### config.mk
export PLATFORM = sky130hd
export DESIGN_NAME = host_cmd_rx_flat
export DESIGN_NICKNAME = d
export VERILOG_FILES = /design/src/rtl/host_cmd_pkg.sv /design/src/rtl/host_cmd_rx_if.sv /design/src/rtl/host_cmd_timeout.sv /design/src/rtl/host_cmd_rx.sv /design/src/flat_wrapper.sv
export SDC_FILE = /design/constraint.sdc
export NUM_CORES = 1
export LEC_CHECK = 0
export BUFFER_PORTS_ARGS = -buffer_cell sky130_fd_sc_hd__clkbuf_2
export CAP_MARGIN = 20
export CORE_UTILIZATION = 39
export CTS_BUF_LIST = sky130_fd_sc_hd__clkbuf_4
export DETAILED_ROUTE_END_ITERATION = 8
export PLACE_DENSITY_LB_ADDON = 0.08
export RECOVER_POWER = 25
export SYNTH_ARGS = -nofsm -noshare
export SYNTH_HDL_FRONTEND = slang
export SYNTH_SLANG_ARGS = --single-unit
export TNS_END_PERCENT = 1
### constraint.sdc
create_clock -name clk -period 2.2 [get_ports clk]
set_input_delay 0.44 -clock clk [delete_from_list [all_inputs] [get_ports clk]]
set_output_delay 0.44 -clock clk [all_outputs]
set_load 0.01 [all_outputs]
### src/rtl/host_cmd_pkg.sv
// Shared constants, parser state encoding and payload-length helper for the host command receiver.
package host_cmd_pkg;

  localparam logic [7:0] SyncByte   = 8'hA5;
  localparam logic [7:0] AckByte    = 8'h06;
  localparam logic [7:0] NakByte    = 8'h15;

  localparam logic [7:0] OpSetKey   = 8'h01;
  localparam logic [7:0] OpSetPt    = 8'h02;
  localparam logic [7:0] OpSetDelay = 8'h03;
  localparam logic [7:0] OpStart    = 8'h04;

  typedef enum logic [2:0] {
    StIdle,
    StCmd,
    StPayload,
    StCheck,
    StCommit,
    StResp
  } state_e;

  function automatic logic op_known(input logic [7:0] op);
    return op inside {OpSetKey, OpSetPt, OpSetDelay, OpStart};
  endfunction

  function automatic int unsigned payload_len(input logic [7:0]  op,
                                              input int unsigned key_size,
                                              input int unsigned block_size);
    case (op)
      OpSetKey:   return key_size / 8;
      OpSetPt:    return block_size / 8;
      OpSetDelay: return 1;
      default:    return 0;
    endcase
  endfunction

endpackage

### src/rtl/host_cmd_rx_if.sv
// Byte-stream and response handshake between uart_rx / main FSM (master) and the receiver (slave).
interface host_cmd_rx_if;
  logic       rx_valid;
  logic [7:0] rx_byte;
  logic       resp_valid;
  logic [7:0] resp_byte;
  logic       resp_ready;

  modport master (
    output rx_valid, rx_byte, resp_ready,
    input  resp_valid, resp_byte
  );

  modport slave (
    input  rx_valid, rx_byte, resp_ready,
    output resp_valid, resp_byte
  );
endinterface

### src/rtl/host_cmd_timeout.sv
// Inter-byte gap counter: counts while enabled, clears on each byte, flags TIMEOUT_CYCLES-1.
module host_cmd_timeout #(
  parameter int unsigned TIMEOUT_CYCLES = 1 << 20
) (
  input  logic clk_i,
  input  logic rst_ni,
  input  logic en_i,
  input  logic clr_i,
  output logic tc_o
);
  localparam int unsigned CntW = (TIMEOUT_CYCLES > 1) ? $clog2(TIMEOUT_CYCLES) : 1;

  logic [CntW-1:0] cnt_q, cnt_d;

  assign tc_o = en_i && (cnt_q == CntW'(TIMEOUT_CYCLES - 1));

  always_comb begin
    cnt_d = cnt_q + CntW'(1);
    if (!en_i || clr_i || tc_o) cnt_d = '0;
  end

  always_ff @(posedge clk_i) begin
    if (!rst_ni) cnt_q <= '0;
    else         cnt_q <= cnt_d;
  end
endmodule

### src/rtl/host_cmd_rx.sv
// Host command receiver: parses A5-framed commands, commits key/pt/delay/start and answers ACK/NAK.
// Define HOST_CMD_CHECKSUM_EN to require a trailing XOR (CHK) byte on every known frame.
module host_cmd_rx
  import host_cmd_pkg::*;
#(
  parameter int unsigned KEY_SIZE       = 64,
  parameter int unsigned BLOCK_SIZE     = 32,
  parameter int unsigned TIMEOUT_CYCLES = 1 << 20,
  parameter int unsigned DELAY_RESET    = 15
) (
  input  logic                  clk,
  input  logic                  c10_resetn,
  host_cmd_rx_if.slave          bus,
  input  logic                  core_busy,
  output logic [KEY_SIZE-1:0]   key,
  output logic [BLOCK_SIZE-1:0] pt,
  output logic [7:0]            delay,
  output logic                  key_load,
  output logic                  pt_load,
  output logic                  delay_load,
  output logic                  start,
  output logic                  err_timeout,
  output logic                  rx_drop
);
  localparam int unsigned ShW  = (KEY_SIZE > BLOCK_SIZE) ? KEY_SIZE : BLOCK_SIZE;
  localparam int unsigned CntW = $clog2(ShW / 8 + 1);

`ifdef HOST_CMD_CHECKSUM_EN
  localparam state_e StAfterPayload = StCheck;
  logic [7:0] xor_q;
`else
  localparam state_e StAfterPayload = StCommit;
`endif

  state_e                state_q;
  logic [7:0]            op_q;
  logic [CntW-1:0]       cnt_q;
  logic [CntW-1:0]       len;
  logic [ShW-1:0]        shadow_q;
  logic [KEY_SIZE-1:0]   key_q;
  logic [BLOCK_SIZE-1:0] pt_q;
  logic [7:0]            delay_q;
  logic                  key_load_q, pt_load_q, delay_load_q, start_q;
  logic                  err_timeout_q, rx_drop_q;
  logic                  resp_valid_q;
  logic [7:0]            resp_byte_q;
  logic                  in_frame, tmo;

  assign len      = CntW'(payload_len(bus.rx_byte, KEY_SIZE, BLOCK_SIZE));
  assign in_frame = (state_q == StCmd) || (state_q == StPayload) || (state_q == StCheck);

  host_cmd_timeout #(
    .TIMEOUT_CYCLES(TIMEOUT_CYCLES)
  ) u_timeout (
    .clk_i (clk),
    .rst_ni(c10_resetn),
    .en_i  (in_frame),
    .clr_i (bus.rx_valid),
    .tc_o  (tmo)
  );

  always_ff @(posedge clk) begin
    if (!c10_resetn) begin
      state_q       <= StIdle;
      op_q          <= '0;
      cnt_q         <= '0;
      shadow_q      <= '0;
      key_q         <= '0;
      pt_q          <= '0;
      delay_q       <= 8'(DELAY_RESET);
      key_load_q    <= 1'b0;
      pt_load_q     <= 1'b0;
      delay_load_q  <= 1'b0;
      start_q       <= 1'b0;
      err_timeout_q <= 1'b0;
      rx_drop_q     <= 1'b0;
      resp_valid_q  <= 1'b0;
      resp_byte_q   <= '0;
`ifdef HOST_CMD_CHECKSUM_EN
      xor_q         <= '0;
`endif
    end else begin
      key_load_q    <= 1'b0;
      pt_load_q     <= 1'b0;
      delay_load_q  <= 1'b0;
      start_q       <= 1'b0;
      err_timeout_q <= 1'b0;
      rx_drop_q     <= 1'b0;
      unique case (state_q)
        StIdle: if (bus.rx_valid && bus.rx_byte == SyncByte) state_q <= StCmd;
        StCmd, StPayload, StCheck: begin
          // A byte arriving on the terminal-count cycle is dropped with the frame.
          if (tmo) begin
            err_timeout_q <= 1'b1;
            shadow_q      <= '0;
            state_q       <= StIdle;
          end else if (bus.rx_valid) begin
            if (state_q == StCmd) begin
              if (op_known(bus.rx_byte)) begin
                op_q    <= bus.rx_byte;
                cnt_q   <= len;
                state_q <= (len == '0) ? StAfterPayload : StPayload;
`ifdef HOST_CMD_CHECKSUM_EN
                xor_q   <= bus.rx_byte;
`endif
              end else begin
                resp_byte_q  <= NakByte;
                resp_valid_q <= 1'b1;
                state_q      <= StResp;
              end
            end else if (state_q == StPayload) begin
              shadow_q <= {shadow_q[ShW-9:0], bus.rx_byte};
              cnt_q    <= cnt_q - CntW'(1);
              if (cnt_q == CntW'(1)) state_q <= StAfterPayload;
`ifdef HOST_CMD_CHECKSUM_EN
              xor_q    <= xor_q ^ bus.rx_byte;
`endif
            end else begin
`ifdef HOST_CMD_CHECKSUM_EN
              if (bus.rx_byte == xor_q) begin
                state_q <= StCommit;
              end else begin
                resp_byte_q  <= NakByte;
                resp_valid_q <= 1'b1;
                state_q      <= StResp;
              end
`else
              state_q <= StIdle;
`endif
            end
          end
        end
        StCommit: begin
          resp_byte_q  <= AckByte;
          resp_valid_q <= 1'b1;
          state_q      <= StResp;
          case (op_q)
            OpSetKey:   begin key_q   <= shadow_q[KEY_SIZE-1:0];   key_load_q   <= 1'b1; end
            OpSetPt:    begin pt_q    <= shadow_q[BLOCK_SIZE-1:0]; pt_load_q    <= 1'b1; end
            OpSetDelay: begin delay_q <= shadow_q[7:0];            delay_load_q <= 1'b1; end
            default: begin
              if (core_busy) resp_byte_q <= NakByte;
              else           start_q     <= 1'b1;
            end
          endcase
        end
        StResp: begin
          rx_drop_q <= bus.rx_valid;
          if (bus.resp_ready) begin
            resp_valid_q <= 1'b0;
            state_q      <= StIdle;
          end
        end
        default: state_q <= StIdle;
      endcase
    end
  end

  assign key            = key_q;
  assign pt             = pt_q;
  assign delay          = delay_q;
  assign key_load       = key_load_q;
  assign pt_load        = pt_load_q;
  assign delay_load     = delay_load_q;
  assign start          = start_q;
  assign err_timeout    = err_timeout_q;
  assign rx_drop        = rx_drop_q;
  assign bus.resp_valid = resp_valid_q;
  assign bus.resp_byte  = resp_byte_q;
endmodule
### src/flat_wrapper.sv
// flat-port wrapper written by rule: the top's interface ports become plain ports
module host_cmd_rx_flat import host_cmd_pkg::*;
#(
  parameter int unsigned KEY_SIZE       = 64,
  parameter int unsigned BLOCK_SIZE     = 32,
  parameter int unsigned TIMEOUT_CYCLES = 1 << 20,
  parameter int unsigned DELAY_RESET    = 15
)
  (clk, c10_resetn, core_busy, key, pt, delay, key_load, pt_load, delay_load, start, err_timeout, rx_drop, bus_rx_valid, bus_rx_byte, bus_resp_ready, bus_resp_valid, bus_resp_byte);
  host_cmd_rx_if bus_i ();
  input  logic clk;
  input  logic c10_resetn;
  input  logic core_busy;
  output logic [KEY_SIZE-1:0] key;
  output logic [BLOCK_SIZE-1:0] pt;
  output logic [7:0] delay;
  output logic key_load;
  output logic pt_load;
  output logic delay_load;
  output logic start;
  output logic err_timeout;
  output logic rx_drop;
  input wire logic [$bits(bus_i.rx_valid)-1:0] bus_rx_valid;
  input wire logic [$bits(bus_i.rx_byte)-1:0] bus_rx_byte;
  input wire logic [$bits(bus_i.resp_ready)-1:0] bus_resp_ready;
  output wire logic [$bits(bus_i.resp_valid)-1:0] bus_resp_valid;
  output wire logic [$bits(bus_i.resp_byte)-1:0] bus_resp_byte;
  assign bus_i.rx_valid = bus_rx_valid;
  assign bus_i.rx_byte = bus_rx_byte;
  assign bus_i.resp_ready = bus_resp_ready;
  assign bus_resp_valid = bus_i.resp_valid;
  assign bus_resp_byte = bus_i.resp_byte;
  host_cmd_rx #(.KEY_SIZE(KEY_SIZE), .BLOCK_SIZE(BLOCK_SIZE), .TIMEOUT_CYCLES(TIMEOUT_CYCLES), .DELAY_RESET(DELAY_RESET)) u_core (.clk(clk), .c10_resetn(c10_resetn), .bus(bus_i), .core_busy(core_busy), .key(key), .pt(pt), .delay(delay), .key_load(key_load), .pt_load(pt_load), .delay_load(delay_load), .start(start), .err_timeout(err_timeout), .rx_drop(rx_drop));
endmodule
Word-level counts from Yosys, hierarchy flattened

Cells that the tools add are included.

$add $sub $neg: 2
Equal/unequal tests: 25
Multiplexer cells: 36
Bitwise logic cells: 3
Reductions and logical operators: 31

Operators by type and width:

| kind                    | number |
|---|---|
| $mux W64                | 4 |
| $mux W8                 | 5 |
| $eq A8 B2 Y1 const B    | 4 |
| $mux W3                 | 9 |
| $add A20 B1 Y20 const B | 1 |
| $eq A20 B20 Y1 const B  | 1 |
| $eq A8 B1 Y1 const B    | 2 |
| $pmux W8 S2             | 1 |
| $reduce_and A5 Y1       | 3 |
| $mux W4                 | 3 |
| $ne A2 B2 Y1 const B    | 6 |
| $pmux W3 S4             | 1 |
| $pmux W4 S3             | 1 |
| $reduce_and A2 Y1       | 6 |
| $mux W1                 | 10 |
| $eq A8 B3 Y1 const B    | 1 |
| $eq A8 B8 Y1 const B    | 1 |
| $reduce_and A4 Y1       | 2 |
| $reduce_bool A2 Y1      | 4 |
| $eq A3 B2 Y1 const B    | 2 |
| $eq A3 B3 Y1 const B    | 2 |
| $reduce_and A6 Y1       | 1 |
| $reduce_or A3 Y1        | 2 |
| $mux W5                 | 1 |
| other kinds (17)        | 24 |

Flip-flop bits (word level): 218

Longest topological paths before layout

Gate-level depths: netlist of the first run.

Depth after elaboration: 9
Mapped depth: 8
Mapped depth without buffers: 7

Hierarchy

From an unflattened synthesis of the first run, not the netlist that was laid out.

Cells, all modules: 931
Area total of the unflattened synthesis: 8081.5 um^2

By module, submodules not included:

| module           | times used | cells an instance | area each (um^2) | seq. area each (um^2) |
|---|---|---|---|---|
| host_cmd_rx      | 1          | 827               | 7163.1           | 3863.7 |
| host_cmd_timeout | 1          | 104               | 918.4            | 400.4 |

Worst setup path after synthesis of the first run

Ideal clock, no wire load.

Path kind: input-to-reg
Start point: input port bus_rx_byte[7]
End point: register u_core.op_q[3]
Arrival time: 1731 ps
Slack: 354 ps
Cell stages on the path: 5
Path buffers: 0
Path through: nor4_4 -> nand4b_1 -> a311oi_2 -> nor2_1 -> and2_1

Longest elaborated chain between the ends: 3
Elaborated cells on any way between the ends: 6
Classes of those cells: eq/ne (4); reduce/logical (2)

Ends and longest elaborated chain:

| element                                    | line               | text |
|---|---|---|
| start: declaration                         | flat_wrapper.sv:24 | `input wire logic [$bits(bus_i.rx_byte)-1:0] bus_rx_byte;` |
| $eq A8 B1 Y1, or another cell as far along | host_cmd_pkg.sv:23 | `return op inside {OpSetKey, OpSetPt, OpSetDelay, OpStart};` |
| $reduce_bool A4 Y1 *                       | host_cmd_pkg.sv:23 |  |
| $reduce_and A5 Y1 (no line) *              | -                  |  |
| end signal: assignment                     | host_cmd_rx.sv:100 | `op_q <= bus.rx_byte;` |
| end: declaration                           | host_cmd_rx.sv:36  | `logic [7:0] op_q;` |

Every way passes the cells marked *; elsewhere a longest branch is shown, timed or not.
A chain may end at the register's enable or synchronous reset.

Final worst setup path of the first run

Start point: register u_core.u_timeout.cnt_q[0]
End point: register u_core.u_timeout.cnt_q[4]

Longest elaborated chain between the ends: 4
Elaborated cells on any way between the ends: 5
Classes of those cells: add/sub (1); eq/ne (1); reduce/logical (3)

Ends and longest elaborated chain:

| element                                                                 | line                   | text |
|---|---|---|
| start: declaration                                                      | host_cmd_timeout.sv:13 | `logic [CntW-1:0] cnt_q, cnt_d;` |
| start signal: assignment                                                | host_cmd_timeout.sv:24 | `else cnt_q <= cnt_d;` |
| parallel branches: the longest is 4 deep, another holds $add A20 B1 Y20 | -                      |  |

Several ways; the timed one is not identified.

==> results of run 1 <==
## state kept, by name (all words and copies together), names as in the netlist, 4 cells and up
signal,count
u_core.pt,32
u_core.key,64
u_core.cnt_q,4
u_core.shadow_q,64
u_core.delay,8
u_core.u_timeout.cnt_q,20
u_core.op_q,8
## Yosys cell counts (all sizes together) (5+ instances only)
cell,instances
a21oi,109
a32oi,58
and2,7
buf,24
clkbuf,46
dfxtp,213
inv,12
mux2i,13
nand2,231
nand2b,6
nand3,16
nand4,7
nor2,102
nor3,6
nor4,5
o21ai,9
xnor2,7
xor2,12
## placed cells by master (no fill, tap or decap), drive strengths merged, types with 7 or more instances in the layout
cell type  instances
a21oi            109
a32oi             58
and2               7
buf               23
clkbuf           219
clkinv            11
dfxtp            213
inv               13
mux2i             13
nand2            231
nand3             16
nand4              7
nor2             102
o21ai              9
xnor2              7
xor2              12
## layer usage
layer  routed length [um]  track usage
met1                10000        0.271
met2                 9320        0.307
met3                 1330       0.0626
met4                  289       0.0654
met5                    0            0
## layout make-up
class | count | area (um^2)
clock buffer | 91 | 683
fill | 2047 | 10100
sequential | 213 | 4260
clock inverter | 12 | 55.1
multi-input combinational | 633 | 3340
inverter | 12 | 47.5
tap | 265 | 332
timing repair buffer | 152 | 836
antenna | 1 | 2.50
## metrics by stage
| step | instance area (um^2) | cells | hold WS, ns |
|---|---|---|---|
| after floorplan | 7930 | 928 | 0.418 |
| after global placement | 8900 | 1274 | 0.430 |
| after detailed placement | 8900 | 1274 | 0.443 |
| after CTS | 9650 | 1378 | 0.0169 |
| after global routing | 9560 | 1379 | 0.0564 |
| final | 9560 | 1379 | 0.0717 |
## cell families (layout without fill, tap and decap cells)
kind of cell,after synthesis,in the layout,share of synthesized area
DFF,213,213,0.539
buffers and inverters,82,267,0.0441
xor gates and xnor gates,19,19,0.0210
AOI/OAI and AO/OA,195,195,0.159
muxes,13,13,0.0164
and+or+nand+nor,399,399,0.215
adders and majority gates,3,3,0.00474
other,1,5,0.000474
## critical path: cells and delay by family (launching register included)
family / cells / cell delay (ns)
adder cells (fa/ha/maj): 1 / 0.26
buffers and inverters: 2 / 0.36
flip-flops: 1 / 0.33
AND/OR/NAND/NOR: 5 / 1.00
## what timing repair did
| action | 4_1_cts | 5_1_grt |
|---|---|---|
| setup endpoints to repair | 0 | 23 |
| buffers inserted | 0 | 0 |
| hold endpoints to repair | 1 | 0 |
| hold buffers | 1 | 0 |
| resized for setup | 0 | 1 |
## path summary, 6_finish.rpt
| check | startpoint | to | slack [ns] | cells past startpoint |
|---|---|---|---|---|
| worst min register to register | u_core.u_timeout.cnt_q[0]$_SDFF_PP0_ | u_core.u_timeout.cnt_q[0]$_SDFF_PP0_ | 0.45 | 1 |
| worst min-delay path | bus_rx_byte[3] | u_core.shadow_q[3]$_SDFFE_PN0P_ | 0.07 | 3 |
| worst max-delay path | u_core.u_timeout.cnt_q[0]$_SDFF_PP0_ | u_core.u_timeout.cnt_q[4]$_SDFF_PP0_ | 0.18 | 8 |
| worst max register to register | u_core.u_timeout.cnt_q[0]$_SDFF_PP0_ | u_core.u_timeout.cnt_q[4]$_SDFF_PP0_ | 0.18 | 8 |
## where the power goes
group / switching (W) / total [W] / leakage [nW] / internal, W
Clock: 0.00158 / 0.00345 / 0.452 / 0.00187
Sequential: 0.000000136 / 0.00386 / 1.71 / 0.00386
Combinational: 0.0000891 / 0.000120 / 1.28 / 0.0000310
==> impl_metrics.tcl, run 1 <==
set metrics [dict create \
    wl_per_cell_um 15.2 \
    synth_edf_count 0 \
    fin_util 0.486 \
    rows 51 \
    grt_pass1_vias 6451 \
    worstMarginPinSlew_ns 0.720 \
    timing.critical_path.slowest_stage_cell "or3_1" \
    clock-sinks 213 \
    end_kind "flip-flop" \
    worstPathCellList "ha_1 > nand3_1 > nor3_4 > buf_4 > and2_0 > or3_1 > buf_12 > nor2_1" \
    clockBufferDepth 3 \
    hold_violations 0 \
    clk_latency_ns 0.66 \
    syn_inst 925 \
    synth_area_leaders "dfxtp_1 (54%), nand2_1 (11%), a21oi_1 (6.9%)" \
    viasPerCell 5.01 \
    layout.nets 1085 \
    finalSetupViolCount 0 \
    area_growth_syn_to_layout_pct 20.8 \
    synth_flop_cell "dfxtp_1" \
    power_w 0.00742 \
    drc 0 \
    die_h_um 144 \
    drv_slew 0 \
    dieArea_um2 20900 \
    ios 132 \
    synth_area_um2 7910 \
    synth.top_cell.area_share 0.539 \
    gp_congestion 0.762 \
    die_x_um 144 \
    min_period_ns 2.02 \
    finalWorstSetupSlack_ns 0.176 \
    post-dp-hpwl_um 12900 \
    first_iter_violations 299 \
    drv_cap 0 \
    vias 6905 \
    finalCritPeriodShare 0.920 \
    drive_gt1_frac 0.166 \
    setup-tns-final_ns 0 \
    worstSetupPathType "reg2reg" \
    ant_nets 0 \
    grtUsageTotal 0.202 \
    leakage_nw 3.44 \
    antenna_found_initial 1 \
    slew_headroom 0.520 \
    max_stage_delay_ns 0.44 \
    rsz0062_at_grt "no" \
    grt_max_degree 66 \
    ys_ff_latch 213 \
    vdd_drop_max_uv 438 \
    power_density_nw_per_um2 777 \
    io_buffers 127 \
    required_ns 2.78 \
    final.setup_skew_ns 0.0188 \
    core_area_um2 19700 \
    cts_tree "yes" \
    timing.fmax_mhz 494 \
    status "complete, no violations" \
    start_kind "flip-flop" \
    hold_path_class "in2reg" \
    grt.overflow.total 0 \
    arrival_ns 2.61 \
    firstDrtPassIters 5 \
    yosysWarnings 0 \
    ctsHtreeMaxLevel 2 \
    yosysTopAreaCell "dfxtp_1" \
    ys_seq_area_frac 0.539 \
    ys_types 50 \
    cts_inserted_buffers 57 \
    cp_max_fo 20 \
    cts_root_buffer "clkbuf_4" \
    cts.clk_slew.worst_paths_ns 0.07 \
    grt_pass1_wl_um 33300 \
    synth-async-reset-ratio 0 \
    post-place-ws_ns 0.103 \
    initial_core_util 0.403 \
    wl_um 21000 \
    synth_area_per_cell_um2 8.56 \
]
No activity file was read; power rests on OpenSTA's default activity.
==> run 2, diff against run 1 <==
CORE_ASPECT_RATIO = 0.8   (was unset)
==> impl_metrics.tcl, run 2 (synthesis gave the netlist of run 1 again) <==
set metrics [dict create \
    status "complete, no violations" \
    vdd_drop_max_uv 410 \
    initial_core_util 0.399 \
    stdcell_count 1367 \
    finalSetupViolCount 0 \
    grtUsageTotal 0.207 \
    core_area_um2 19900 \
    ios 132 \
    drv_slew 0 \
    grt_max_degree 66 \
    worstSetupPathType "reg2reg" \
    clk_latency_ns 0.66 \
    fin_area_um2 9490 \
    holdWs_ns 0.0769 \
    hp-start "bus_rx_valid" \
    grt_pass1_vias 6280 \
    setup-tns-final_ns 0 \
    hold_path_class "in2reg" \
    drive_gt1_frac 0.158 \
    post-place-cells 1277 \
    viasPerCell 5.10 \
    ctsHtreeMaxLevel 2 \
    wl_per_cell_um 15.9 \
    fin_util 0.478 \
    firstDrtPassIters 4 \
    min_path_cells 3 \
    final.setup_skew_ns 0.0303 \
    wl_um 21700 \
    cts_tree "yes" \
    rows 46 \
    antenna_found_initial 1 \
    placed_area_um2 8920 \
    power_density_nw_per_um2 763 \
    timing.rr.end "u_core.key[2]$_SDFFE_PN0P_" \
    cts_root_buffer "clkbuf_4" \
    min_period_ns 1.95 \
    arrival_ns 2.47 \
    die_x_um 161 \
    rrSetupSlack_ns 0.25 \
    dieArea_um2 20900 \
    clock-sinks 213 \
    post_cts_buffers 0 \
    layout.nets 1086 \
    die_h_um 129 \
    finalCritPeriodShare 0.887 \
    cts_inserted_buffers 54 \
    start_kind "flip-flop" \
    post-dp-hpwl_um 13600 \
    end_kind "flip-flop" \
    drv_cap 0 \
    gp_congestion 0.779 \
    cts.clk_slew.worst_paths_ns 0.07 \
    drc 0 \
    whs_endpoint "u_core.rx_drop$_SDFF_PN0_" \
    grt_pass1_wl_um 34300 \
    cp_max_fo 65 \
    mostFrequentLayoutCells "nand2_1 (231), dfxtp_1 (213), a21oi_1 (108), nor2_1 (101), clkbuf_1 (79)" \
    r2r_cells 6 \
    first_iter_violations 463 \
    worstMarginPinSlew_ns 0.521 \
    rsz0062_at_grt "no" \
    slew_headroom 0.651 \
    area_growth_syn_to_layout_pct 19.9 \
    hold_violations 0 \
    layout_commonest_cell "nand2_1" \
    timing.fmax_mhz 513 \
    io_buffers 127 \
    vias 6971 \
    leakage_nw 3.40 \
    ant_nets 0 \
    required_ns 2.72 \
    r2r_start "u_core.op_q[3]$_SDFFE_PN0P_" \
    clockBufferDepth 3 \
    grt.overflow.total 0 \
]
run 2: where the power goes:
group          internal [W]  switching, W  total, W
combinational     0.0000284     0.0000901  0.000119
clock               0.00172       0.00154   0.00326
sequential          0.00386   0.000000181   0.00386
run 2: through the flow:
step | power [W] | worst slack (ns)
6_report | 0.00724 | 0.249
5_1_grt | 0.00759 | 0.0849
4_1_cts | 0.00737 | 0.253
3_5_place_dp | 0.00406 | 0.131
3_3_place_gp | 0.00406 | 0.155
2_1_floorplan | 0.00401 | 0.354
run 2: final cells by class:
class | instances | area [um^2]
clock buffers | 78 | 586
repair buffers | 156 | 857
diodes | 1 | 2.50
multi-input cells | 633 | 3330
flip-flops and latches | 213 | 4260
inverters | 12 | 47.5
clock inverters | 10 | 68.8
well taps | 264 | 330
fillers | 2078 | 10400
run 2: worst max-delay path by stage:
| stage | start | endpoint | slack (ns) | depth (start not counted) |
|---|---|---|---|---|
| 4_1_cts | u_core.u_timeout.cnt_q[0]$_SDFF_PP0_ | u_core.u_timeout.cnt_q[8]$_SDFF_PP0_ | 0.25 | 7 |
| 3_5_place_dp | bus_rx_byte[7] | u_core.op_q[4]$_SDFFE_PN0P_ | 0.13 | 6 |
| 3_3_place_gp | bus_rx_byte[7] | u_core.op_q[3]$_SDFFE_PN0P_ | 0.16 | 6 |
| 5_1_grt | u_core.u_timeout.cnt_q[3]$_SDFF_PP0_ | u_core.u_timeout.cnt_q[16]$_SDFF_PP0_ | 0.08 | 6 |
| 6_report | u_core.op_q[3]$_SDFFE_PN0P_ | u_core.key[2]$_SDFFE_PN0P_ | 0.25 | 6 |
| 2_1_floorplan | bus_rx_byte[7] | u_core.op_q[3]$_SDFFE_PN0P_ | 0.35 | 5 |
run 2: worst max-delay path: stages, from the launching register on:
cell and delay (ns):
dfxtp_1 0.31, nor4_1 0.39, nand3_1 0.20, or3_2 0.47, buf_12 0.21, nand2_1 0.11, a21oi_1 0.07
run 2: what timing repair did:
| item | in CTS | in global routing |
|---|---|---|
| gates resized for setup | 0 | 0 |
| endpoints found under the hold margin | 1 | 0 |
| hold buffers | 1 | 0 |
run 2: per-layer routing:
| layer | track usage | vias up | routed length [um] |
|---|---|---|---|
| met5 | 0 | - | 0 |
| met4 | 0.0671 | 0 | 285 |
| met3 | 0.0455 | 27 | 1160 |
| met2 | 0.296 | 187 | 9280 |
| met1 | 0.308 | 3282 | 11000 |
| li1 | - | 3475 | - |
